**src/rtl/booth_mult_ctrl_if.sv**
```systemverilog
// booth_mult_ctrl_if: handshake, recoding and datapath-control signals between the
// radix-4 Booth sequencer (slave) and its requester/datapath (master).
// The abort signal exists only when BOOTH_ABORT_EN is defined.
interface booth_mult_ctrl_if #(
    parameter int WIDTH = 32,
    parameter int CW    = $clog2(WIDTH / 2)
);
    logic          start;
    logic          result_ack;
    logic [1:0]    lower2;
`ifdef BOOTH_ABORT_EN
    logic          abort;
`endif
    logic          prod_ena;
    logic          prod_init;
    logic          pp_zero;
    logic          pp_neg;
    logic          pp_dbl;
    logic          busy;
    logic          result_valid;
    logic [CW-1:0] iter;

    modport master (
`ifdef BOOTH_ABORT_EN
        output abort,
`endif
        output start, result_ack, lower2,
        input  prod_ena, prod_init, pp_zero, pp_neg, pp_dbl, busy, result_valid, iter
    );

    modport slave (
`ifdef BOOTH_ABORT_EN
        input  abort,
`endif
        input  start, result_ack, lower2,
        output prod_ena, prod_init, pp_zero, pp_neg, pp_dbl, busy, result_valid, iter
    );
endinterface

```
**src/rtl/booth_mult_ctrl.sv**
```systemverilog
// booth_mult_ctrl: sequencer for a radix-4 Booth multiplier. Loads the external
// product register, runs WIDTH/2 shift-by-2 iterations recoding {lower2, prev}
// into partial-product selects, then holds the result until acknowledged.
// Optional feature macro: BOOTH_ABORT_EN (adds abort of an operation in progress).
module booth_mult_ctrl #(
    parameter int WIDTH = 32,
    parameter int CW    = $clog2(WIDTH / 2)
) (
    input logic             clk,
    input logic             clr,
    booth_mult_ctrl_if.slave bus
);
    localparam logic [1:0] S_IDLE = 2'd0;
    localparam logic [1:0] S_LOAD = 2'd1;
    localparam logic [1:0] S_ITER = 2'd2;
    localparam logic [1:0] S_DONE = 2'd3;

    localparam logic [CW-1:0] LAST_ITER = CW'(WIDTH / 2 - 1);

    logic [1:0]    state_q;
    logic          prev_q;
    logic [CW-1:0] iter_q;
    logic          in_run;
    logic          abort_hit;

    assign in_run = (state_q == S_LOAD) || (state_q == S_ITER);

`ifdef BOOTH_ABORT_EN
    assign abort_hit = bus.abort && in_run;
`else
    assign abort_hit = 1'b0;
`endif

    // State, saved recoding bit and iteration counter; clr beats abort beats completion.
    always_ff @(posedge clk) begin
        if (clr || abort_hit) begin
            state_q <= S_IDLE;
            prev_q  <= 1'b0;
            iter_q  <= '0;
        end else begin
            case (state_q)
                S_IDLE: begin
                    if (bus.start) state_q <= S_LOAD;
                end
                S_LOAD: begin
                    prev_q  <= 1'b0;
                    iter_q  <= '0;
                    state_q <= S_ITER;
                end
                S_ITER: begin
                    prev_q <= bus.lower2[1];
                    if (iter_q == LAST_ITER) begin
                        iter_q  <= '0;
                        state_q <= S_DONE;
                    end else begin
                        iter_q <= iter_q + CW'(1);
                    end
                end
                default: begin
                    if (bus.result_ack) state_q <= bus.start ? S_LOAD : S_IDLE;
                end
            endcase
        end
    end

    // Radix-4 recoding of {lower2[1], lower2[0], prev}; only active while iterating.
    always_comb begin
        bus.pp_zero = 1'b0;
        bus.pp_neg  = 1'b0;
        bus.pp_dbl  = 1'b0;
        if (state_q == S_ITER) begin
            case ({bus.lower2, prev_q})
                3'b000, 3'b111: bus.pp_zero = 1'b1;
                3'b011:         bus.pp_dbl  = 1'b1;
                3'b100: begin
                    bus.pp_neg = 1'b1;
                    bus.pp_dbl = 1'b1;
                end
                3'b101, 3'b110: bus.pp_neg  = 1'b1;
                default: ;
            endcase
        end
    end

    assign bus.busy         = in_run;
    assign bus.prod_ena     = in_run;
    assign bus.prod_init    = (state_q == S_LOAD);
    assign bus.result_valid = (state_q == S_DONE);
    assign bus.iter         = iter_q;
endmodule

```
**src/flat_wrapper.sv**
```systemverilog
// flat-port wrapper written by rule: the top's interface ports become plain ports
module booth_mult_ctrl_flat 
#(
    parameter int WIDTH = 32,
    parameter int CW    = $clog2(WIDTH / 2)
)
  (clk, clr, bus_start, bus_result_ack, bus_lower2, bus_prod_ena, bus_prod_init, bus_pp_zero, bus_pp_neg, bus_pp_dbl, bus_busy, bus_result_valid, bus_iter);
  booth_mult_ctrl_if #(.WIDTH(WIDTH), .CW(CW)) bus_i ();
  input logic clk;
  input logic clr;
  input wire logic [$bits(bus_i.start)-1:0] bus_start;
  input wire logic [$bits(bus_i.result_ack)-1:0] bus_result_ack;
  input wire logic [$bits(bus_i.lower2)-1:0] bus_lower2;
  output wire logic [$bits(bus_i.prod_ena)-1:0] bus_prod_ena;
  output wire logic [$bits(bus_i.prod_init)-1:0] bus_prod_init;
  output wire logic [$bits(bus_i.pp_zero)-1:0] bus_pp_zero;
  output wire logic [$bits(bus_i.pp_neg)-1:0] bus_pp_neg;
  output wire logic [$bits(bus_i.pp_dbl)-1:0] bus_pp_dbl;
  output wire logic [$bits(bus_i.busy)-1:0] bus_busy;
  output wire logic [$bits(bus_i.result_valid)-1:0] bus_result_valid;
  output wire logic [$bits(bus_i.iter)-1:0] bus_iter;
  assign bus_i.start = bus_start;
  assign bus_i.result_ack = bus_result_ack;
  assign bus_i.lower2 = bus_lower2;
  assign bus_prod_ena = bus_i.prod_ena;
  assign bus_prod_init = bus_i.prod_init;
  assign bus_pp_zero = bus_i.pp_zero;
  assign bus_pp_neg = bus_i.pp_neg;
  assign bus_pp_dbl = bus_i.pp_dbl;
  assign bus_busy = bus_i.busy;
  assign bus_result_valid = bus_i.result_valid;
  assign bus_iter = bus_i.iter;
  booth_mult_ctrl #(.WIDTH(WIDTH), .CW(CW)) u_core (.clk(clk), .clr(clr), .bus(bus_i));
endmodule
```
**config.mk**
```make
export PLATFORM = sky130hd
export DESIGN_NAME = booth_mult_ctrl_flat
export DESIGN_NICKNAME = d
export VERILOG_FILES = /design/src/rtl/booth_mult_ctrl_if.sv /design/src/rtl/booth_mult_ctrl.sv /design/src/flat_wrapper.sv
export SDC_FILE = /design/constraint.sdc
export NUM_CORES = 1
export LEC_CHECK = 0
export CAP_MARGIN = 5
export CELL_PAD_IN_SITES_DETAIL_PLACEMENT = 0
export CELL_PAD_IN_SITES_GLOBAL_PLACEMENT = 1
export CORE_MARGIN = 2
export CORE_UTILIZATION = 27
export DETAILED_ROUTE_END_ITERATION = 8
export GPL_TIMING_DRIVEN = 0
export PLACE_DENSITY_LB_ADDON = 0.1
export SLEW_MARGIN = 20
export SYNTH_ARGS = -nofsm -noshare
export SYNTH_HDL_FRONTEND = slang
export SYNTH_SLANG_ARGS = --single-unit
```
**constraint.sdc**
```tcl
create_clock -name clk -period 1.5 [get_ports clk]
set_input_delay 0.375 -clock clk [delete_from_list [all_inputs] [get_ports clk]]
set_output_delay 0.375 -clock clk [all_outputs]
set_load 0.01 [all_outputs]
```
=== Yosys cells after proc, flatten, opt, wreduce, memory -nomap -nowiden ===
Index checks and enable logic that the tools add are counted.
W data, S select, Z words.

* Logic and storage cells: 38
* Bits of input ports: 6
* Output and inout bits: 11
* Register bits: 7

* Equal/unequal tests: 11
* Reduce and logical (&&, ||, !) cells: 9
* Multiplexer cells: 14
* Add/subtract/negate cells: 1

{| class="wikitable"
|+ Operator list
! cell !! number
|-
| $eq A3 B3 Y1 const B || 4
|-
| $pmux W4 S2 || 1
|-
| $mux W1 || 7
|-
| $mux W2 || 3
|-
| $pmux W2 S3 || 1
|-
| $add A4 B1 Y4 const B || 1
|-
| $eq A2 B2 Y1 const B || 2
|-
| $eq A4 B4 Y1 const B || 1
|-
| $mux W4 || 1
|-
| $reduce_bool A4 Y1 || 1
|-
| $reduce_or A2 Y1 || 2
|-
| $eq A3 B2 Y1 const B || 1
|-
| $logic_not A3 Y1 || 1
|-
| $reduce_and A3 Y1 || 1
|-
| $reduce_or A3 Y1 || 1
|-
| $eq A2 B1 Y1 const B || 1
|-
| $logic_not A2 Y1 || 1
|-
| $ne A2 B1 Y1 const B || 1
|-
| $ne A2 B2 Y1 const B || 1
|-
| $pmux W1 S2 || 1
|-
| $reduce_bool A2 Y1 || 1
|-
| $logic_or A1 B1 Y1 || 1
|}

=== Logic depth before layout (Yosys ltp) ===
Gate-level depths: netlist of the first run.

* Depth in word-level cells: 4
* Depth in mapped cells: 6

=== Least setup slack after synthesis of the first run ===
Ideal clock, no wire load.

* Path type: register -> register
* Start point: register u_core.state_q[0]
* End point: register u_core.iter_q[3] (netlist: u_core.bus.iter[3])
* Slack: -0.010 ns
* Stages on the path, launching flop included: 6
* Data arrival time: 1.440 ns
* Path buffers: 0
* Library setup time: 0.070 ns
* Cells stage by stage: dfxtp_1 -> inv_1 -> ha_1 -> nand4_2 -> or3b_1 -> a21oi_1

* Cells in the longest elaborated chain, start to end: 2
* Elaborated cells between the ends (all ways): 4

{| class="wikitable"
|+ RTL lines
! element !! RTL line !! RTL
|-
| start, declared || booth_mult_ctrl.sv:20 || <nowiki>logic [1:0] state_q;</nowiki>
|-
| start signal, assigned || booth_mult_ctrl.sv:60 || <nowiki>if (bus.result_ack) state_q <= bus.start ? S_LOAD : S_IDLE;</nowiki>
|-
| $eq A2 B2 Y1 or $eq A2 B1 Y1 (tied branches) || booth_mult_ctrl.sv:41 || <nowiki>case (state_q)</nowiki>
|-
| $pmux W4 S2 or $reduce_bool A2 Y1 (tied branches) || -- ||
|-
| end signal, assigned || booth_mult_ctrl.sv:56 || <nowiki>iter_q <= iter_q + CW'(1);</nowiki>
|-
| end, declared || booth_mult_ctrl.sv:22 || <nowiki>logic [CW-1:0] iter_q;</nowiki>
|}

Parallel ways exist; a longest one is shown, timed or not.
A chain may end at the register's enable or synchronous reset.

=== Worst setup path after layout of the first run ===
* Start point: register u_core.state_q[0]
* End point: output port bus_pp_zero

* Cells in the longest elaborated chain, start to end: 2

{| class="wikitable"
|+ RTL lines
! element !! RTL line !! RTL
|-
| $eq A2 B2 Y1 || booth_mult_ctrl.sv:71 || <nowiki>if (state_q == S_ITER) begin</nowiki>
|-
| $mux W1 || booth_mult_ctrl.sv:71 ||
|-
| end, declared || flat_wrapper.sv:16 || <nowiki>output wire logic [$bits(bus_i.pp_zero)-1:0] bus_pp_zero;</nowiki>
|}

No other way between the ends.

==> summary.md, run 1 <==
| Metric | Value |
|---|---|
| CTS buffer count | 3 |
| Antenna violations before repair | 0 |
| Ports | 17 |
| CTS root buffer | clkbuf_4 |
| Max Slew Vio Count | 0 |
| Setup violations, final | 4 |
| Clk sink count | 7 |
| Initial core utilization | 0.280 |
| Synth Area per Inst | 8.60 um^2 |
| Max-cap check violation count | 0 |
| Gr usage total | 0.134 |
| Seq cells post-synth | 7 |
| Synth Area in Compound Gates | 0.177 |
| Post-synth top area share | 0.296 |
| Final Hold Fails | 0 |
| Crit path capture type | primary output |
| Most frequent cells in the layout | buf_6, buf_2, buf_4 |
| Worst clock skew | 0.00149 ns |
| Failing checks | setup timing |
| RSZ-0062 raised after global routing | yes |
| Maximum number of pins on one net before global-route repair | 10 |
| Number of synthesis warnings | 0 |
| Dpl cell area | 647 um^2 |
| Register area | 150 um^2 |
| Max_slew headroom | 0.750 |
| Pwr/cell area | 1680 nW/um^2 |
| Multi-input gate area | 365 um^2 |
| Synthesized area | 473 um^2 |
| Final min period | 1.56 ns |
| Setup ws final | -0.0570 ns |
| WS Path Type | flip-flop to primary output |
| Fillers | 171 |
| Tot Pwr | 0.00133 W |
| Vias per inst | 4.96 |
| Final period utilization | 1.04 |
| Post-Synth Simple-Gate Area | 0.286 |
| Die height | 45.9 um |
| Cell taking the most area after synthesis | dfxtp_1 |
| Critical path arrival | 1.18 ns |
| Hold Buf Count CTS | 0 |
| Required @ worst endpoint | 1.12 ns |
| Worst hold path type | input pin to flip-flop |
| Routed Antenna Nets | 0 |
| Share of layout cells above drive strength 1 | 0.476 |
| Crit-path max FO | 5 |
| Post-synthesis adder-cell area fraction | 0.132 |
| Die area | 2100 um^2 |
| CP max stage cell | dfxtp_4 |
| CTS H-tree lvls | 1 |
| CTS tree | built |
| Status | finished with violations |
| Initial drt markers | 10 |
| DRT Pass-1 Iters | 4 |
| Grt ovf | 0 |
| Fin area | 790 um^2 |
| Wire length per cell | 12.6 um |
| Routed WL | 1240 um |
| Clock transition at path regs | 0.05 ns |
| Pre-CTS setup slack | -0.840 ns |
| Core area | 1690 um^2 |
| GP Congestion | 0.665 |
| Max Clk Rate | 0.642 GHz |
| Synth Instances | 55 |
| DP HPWL | 800 um |
| Cell Chain, Critical Path | inv_4 -> ha_4 -> buf_6 -> a21boi_2 -> buf_2 |
| Seq/Total Area, Yosys | 0.296 |
| LEAKAGE | 0.351 nW |
| Number of distinct library cells after synthesis | 28 |
| VDD IR max | 0.773 mV |
| Multiplexer area fraction after synthesis | 0.0423 |
| Diodes inserted | 0 |
| Row count | 15 |
| Clk Latency, worst-skew pair | 0.25 ns |
| Final net count | 94 |
| Hold slack | 0.438 ns |
| Setup crit start kind | flip-flop |
| CP max stage delay | 0.36 ns |
| Vias | 491 |
| Number of global-route vias before repair | 434 |
| Worst Path Buf+Inv | 3 |
| Largest delay share family, worst path | flip-flops |
| Synth Area in XOR/XNOR | 0 |
| Largest family of logic cells by synthesized area | simple AND/OR/NAND/NOR gates |
| Worst slew pin tran | 0.373 ns |
| Width of the die | 45.9 um |
| Remaining DRCs | 0 |
| Synth Net Count | 66 |
| Max Root-Sink Buffers | 2 |
| First-pass GRT wire length | 1870 um |
| P&R area growth vs syn | 66.9% |
| Input/output buffers | 15 |
| Largest cells by area after synthesis | dfxtp_1, ha_1, a21oi_1 |
-- per-stage QoR --
stage	setup TNS (ns)	instances	util
finish	-0.0990	99	0.467
floorplan	0	55	-
detailed placement	-2.93	87	0.383
global placement	-2.95	87	0.383
global route	-0.270	99	0.467
CTS	-0.166	97	0.441
-- synth_stat cells, drive strengths merged --
master  number
nand4b       2
a21boi       2
nor4         1
o21ai        1
mux2i        2
o211ai       1
a221oi       1
or2b         1
ha           5
or3          1
nor3         1
nand2        4
dfxtp        7
inv          4
nand4        1
buf          3
or3b         1
a211o        1
and3         1
nor2         1
nand2b       2
nor2b        1
o21a         1
nor3b        1
a21oi        5
nand3        4
-- flip-flops by register name, indices dropped and copies added, names as in the netlist --
name and count:
u_core.prev_q 1, u_core.bus.iter 4, u_core.state_q 2
-- worst paths after layout --
kind	depth (start not counted)	end	from	slack [ns]
worst min-delay path	3	u_core.prev_q	bus_lower2[1]	0.44
worst max-delay path	5	bus_pp_zero	u_core.state_q[0]	-0.06
worst min register to register	2	u_core.bus.iter[1]	u_core.bus.iter[1]	0.51
worst max register to register	6	u_core.bus.iter[3]	u_core.state_q[1]	0.08
-- tightest hold or removal path: stages --
cell and delay (ns):
buf_2 0.13, nand3_1 0.08, a21oi_1 0.05
-- where the power goes --
| part | total (W) | switching, W | leakage [nW] | internal, W |
|---|---|---|---|---|
| Sequential | 0.000267 | 0.0000388 | 0.0591 | 0.000228 |
| Clock | 0.000170 | 0.0000683 | 0.0150 | 0.000101 |
| Combinational | 0.000890 | 0.000384 | 0.276 | 0.000506 |
-- logic make-up (layout without fill, tap and decap cells) --
kind of cell,after synthesis,count (layout)
simple gates,22,22
compound gates,12,12
flops,7,7
buf+inv,7,34
fa+ha+maj,5,5
mux,2,2
-- repair_timing --
action                                  4_1_cts  5_1_grt
gates cloned                                  0        0
setup buffers                                 7        2
gates resized for setup                      60        8
hold endpoints to repair                      0        0
endpoints found under the setup margin       12        7
pin swaps                                     4        5
-- metal layers --
layer | track usage | wire [um] | up-vias | part of all wire
met2 | 0.189 | 539 | 12 | 0.43
met5 | 0 | 0 | - | 0
met3 | 0.0357 | 49 | 2 | 0.039
met4 | 0.103 | 18 | 0 | 0.014
met1 | 0.170 | 635 | 223 | 0.51
li1 | - | - | 254 | -
-- final cells by class --
type,count,share of cell area
Multi-Input combinational cell,41,0.463
Timing Repair Buffer,23,0.228
Sequential cell,7,0.190
Clock buffer,4,0.0333
Buffer,3,0.0333
Tap cell,17,0.0269
Inverter,4,0.0254
No activity file was read; power rests on OpenSTA's default activity.
==> run 2, diff against run 1 <==
--- a/config.mk
+++ b/config.mk
@@ -9,9 +9,10 @@
 export CELL_PAD_IN_SITES_DETAIL_PLACEMENT = 0
 export CELL_PAD_IN_SITES_GLOBAL_PLACEMENT = 1
 export CORE_MARGIN = 2
-export CORE_UTILIZATION = 27
+export CORE_UTILIZATION = 30
 export DETAILED_ROUTE_END_ITERATION = 8
 export GPL_TIMING_DRIVEN = 0
+export HOLD_SLACK_MARGIN = 0.05
 export PLACE_DENSITY_LB_ADDON = 0.1
 export SLEW_MARGIN = 20
 export SYNTH_ARGS = -nofsm -noshare
==> constraint.sdc (replaced) <==
create_clock -name clk -period 1.45 [get_ports clk]
set_input_delay 0.3625 -clock clk [delete_from_list [all_inputs] [get_ports clk]]
set_output_delay 0.3625 -clock clk [all_outputs]
set_load 0.01 [all_outputs]
==> summary.md, run 2 (same netlist as run 1, synthesis figures left out) <==
| Metric | Value |
|---|---|
| Status | finished with violations |
| Failing checks | setup timing |
| Max-cap check violation count | 0 |
| Int Pwr | 0.000934 W |
| CTS tree | built |
| Max Root-Sink Buffers | 2 |
| RSZ-0062 raised after global routing | yes |
| Fin Setup TNS | -0.138 ns |
| Input/output buffers | 15 |
| Worst clock skew | 0.00189 ns |
| Final Hold Fails | 0 |
| Worst Min Path Start | bus_lower2[1] |
| NetSw | 0.000591 W |
| Number of global-route vias before repair | 416 |
| CTS H-tree lvls | 1 |
| Commonest non-fill, non-tap cell in the layout | buf_6 |
| Max_slew headroom | 0.747 |
| Most frequent cells in the layout | buf_6, buf_2, buf_4 |
| Hold Buf Count CTS | 0 |
| LEAKAGE | 0.344 nW |
| DRT Pass-1 Iters | 4 |
| Crit path capture type | primary output |
| Reg-to-reg slack, setup | -0.02 ns |
| Core area | 1490 um^2 |
| Vias | 494 |
| Largest register FFs | 4 |
| CP max stage delay | 0.38 ns |
| Logic pwr share | 0.700 |
| Worst slew pin tran | 0.379 ns |
| Vias per inst | 5.09 |
| Critical path arrival | 1.15 ns |
| CTS buffer count | 3 |
| CP Launch Point | u_core.state_q[1] |
| Clk sink count | 7 |
| CP max stage cell | dfxtp_4 |
| First-pass GRT wire length | 1860 um |
| Top cell by count, worst path | buf_6 |
| Max Slew Vio Count | 0 |
| Layout Cells excl Fill | 97 |
| Clk Latency, worst-skew pair | 0.25 ns |
| Ports | 17 |
| Width of the die | 43.7 um |
| R2R depth | 6 |
| Cell Chain, Critical Path | inv_4 -> ha_4 -> buf_6 -> buf_6 |
| Required @ worst endpoint | 1.09 ns |
| Routed Antenna Nets | 0 |
| Clock transition at path regs | 0.05 ns |
| Routed WL | 1300 um |
| Initial drt markers | 6 |
| Wire length per cell | 13.4 um |
| WS Path Type | flip-flop to primary output |
| Setup crit start kind | flip-flop |
| CTS root buffer | clkbuf_4 |
| VDD IR max | 1.13 mV |
| Switching power as a share of total power | 0.387 |
| Reg power frac | 0.185 |
| Diodes inserted | 0 |
| GP Congestion | 0.691 |
| Clock Power Share | 0.115 |
| Die area | 1910 um^2 |
| Setup violations, final | 4 |
| Worst R2R Start | u_core.state_q[1] |
| Max Clk Rate | 0.660 GHz |
| Worst hold path type | input pin to flip-flop |
| DP HPWL | 780 um |
| Worst r2r dst | u_core.bus.iter[3] |
| Final net count | 93 |
| P&R area growth vs syn | 78.0% |
| Pwr/cell area | 1810 nW/um^2 |
| Share of layout cells above drive strength 1 | 0.543 |
| Tot Pwr | 0.00153 W |
| Final min period | 1.52 ns |
| Setup crit end | bus_prod_ena |
| Grt ovf | 0 |
| Row count | 14 |
| Antenna violations before repair | 0 |
| Post-Place Cells | 86 |
| Gr usage total | 0.132 |
| Initial core utilization | 0.318 |
| Hold slack | 0.414 ns |
| Setup ws final | -0.0652 ns |
| Die height | 43.7 um |
| Crit-path max FO | 4 |
| Remaining DRCs | 0 |
| Pre-CTS setup slack | -0.825 ns |
| Final period utilization | 1.04 |
| Maximum number of pins on one net before global-route repair | 10 |
## run 2: cell types whose count changed in the layout (fill, tap and decap cells not counted), sizes merged
cell      delta
clkinvlp     +1
inv          -1
buf          -1
## run 2: layout make-up
cell class                 count  area [um^2]
timing repair buffer          23          190
fill                         139          647
inverter                       4         23.8
clock buffer                   4         26.3
sequential                     7          153
tap                           16         20.0
buffer                         2         15.0
multi-input combinational     41          414
## run 2: critical path, delay by kind of cell (launching register included)
family	cells	cell delay [ns]
buffers and inverters	3	0.22
flip-flops	1	0.38
adder cells (fa/ha/maj)	1	0.30
## run 2: through the flow
| stage | cell area (um^2) | util |
|---|---|---|
| finish | 842 | 0.566 |
| global route | 842 | 0.566 |
| CTS | 747 | 0.502 |
| detailed placement | 646 | 0.434 |
| global placement | 646 | 0.434 |
| floorplan | 475 | - |
## run 2: power groups by stage
stage / clock network, W / registers, W / logic [W]
after global routing: 0.000198 / 0.000287 / 0.00113
final: 0.000175 / 0.000283 / 0.00107
after CTS: 0.000182 / 0.000270 / 0.000817
after detailed placement: 0 / 0.000260 / 0.000625
after floorplan: 0 / 0.000252 / 0.000397
after global placement: 0 / 0.000259 / 0.000626
## run 2: how the worst min path moves through the flow
stage | endpoint | depth (start not counted)
final | u_core.prev_q | 3
after global routing | u_core.prev_q | 3
after CTS | u_core.bus.iter[1] | 2
after detailed placement | u_core.bus.iter[1] | 2
after global placement | u_core.bus.iter[1] | 2
after floorplan | u_core.prev_q | 2
## run 2: what timing repair did
action / in CTS / in global routing
pin swaps: 4 / 10
gates resized for setup: 55 / 25
endpoints found under the setup margin: 14 / 11
buffers inserted: 8 / 2
## run 2: layer usage
metal / vias up / wire [um] / global-route usage
met5: - / 0 / 0
met4: 0 / 0 / 0
met3: 0 / 57 / 0.0625
met2: 10 / 691 / 0.218
met1: 230 / 546 / 0.168
li1: 254 / - / -
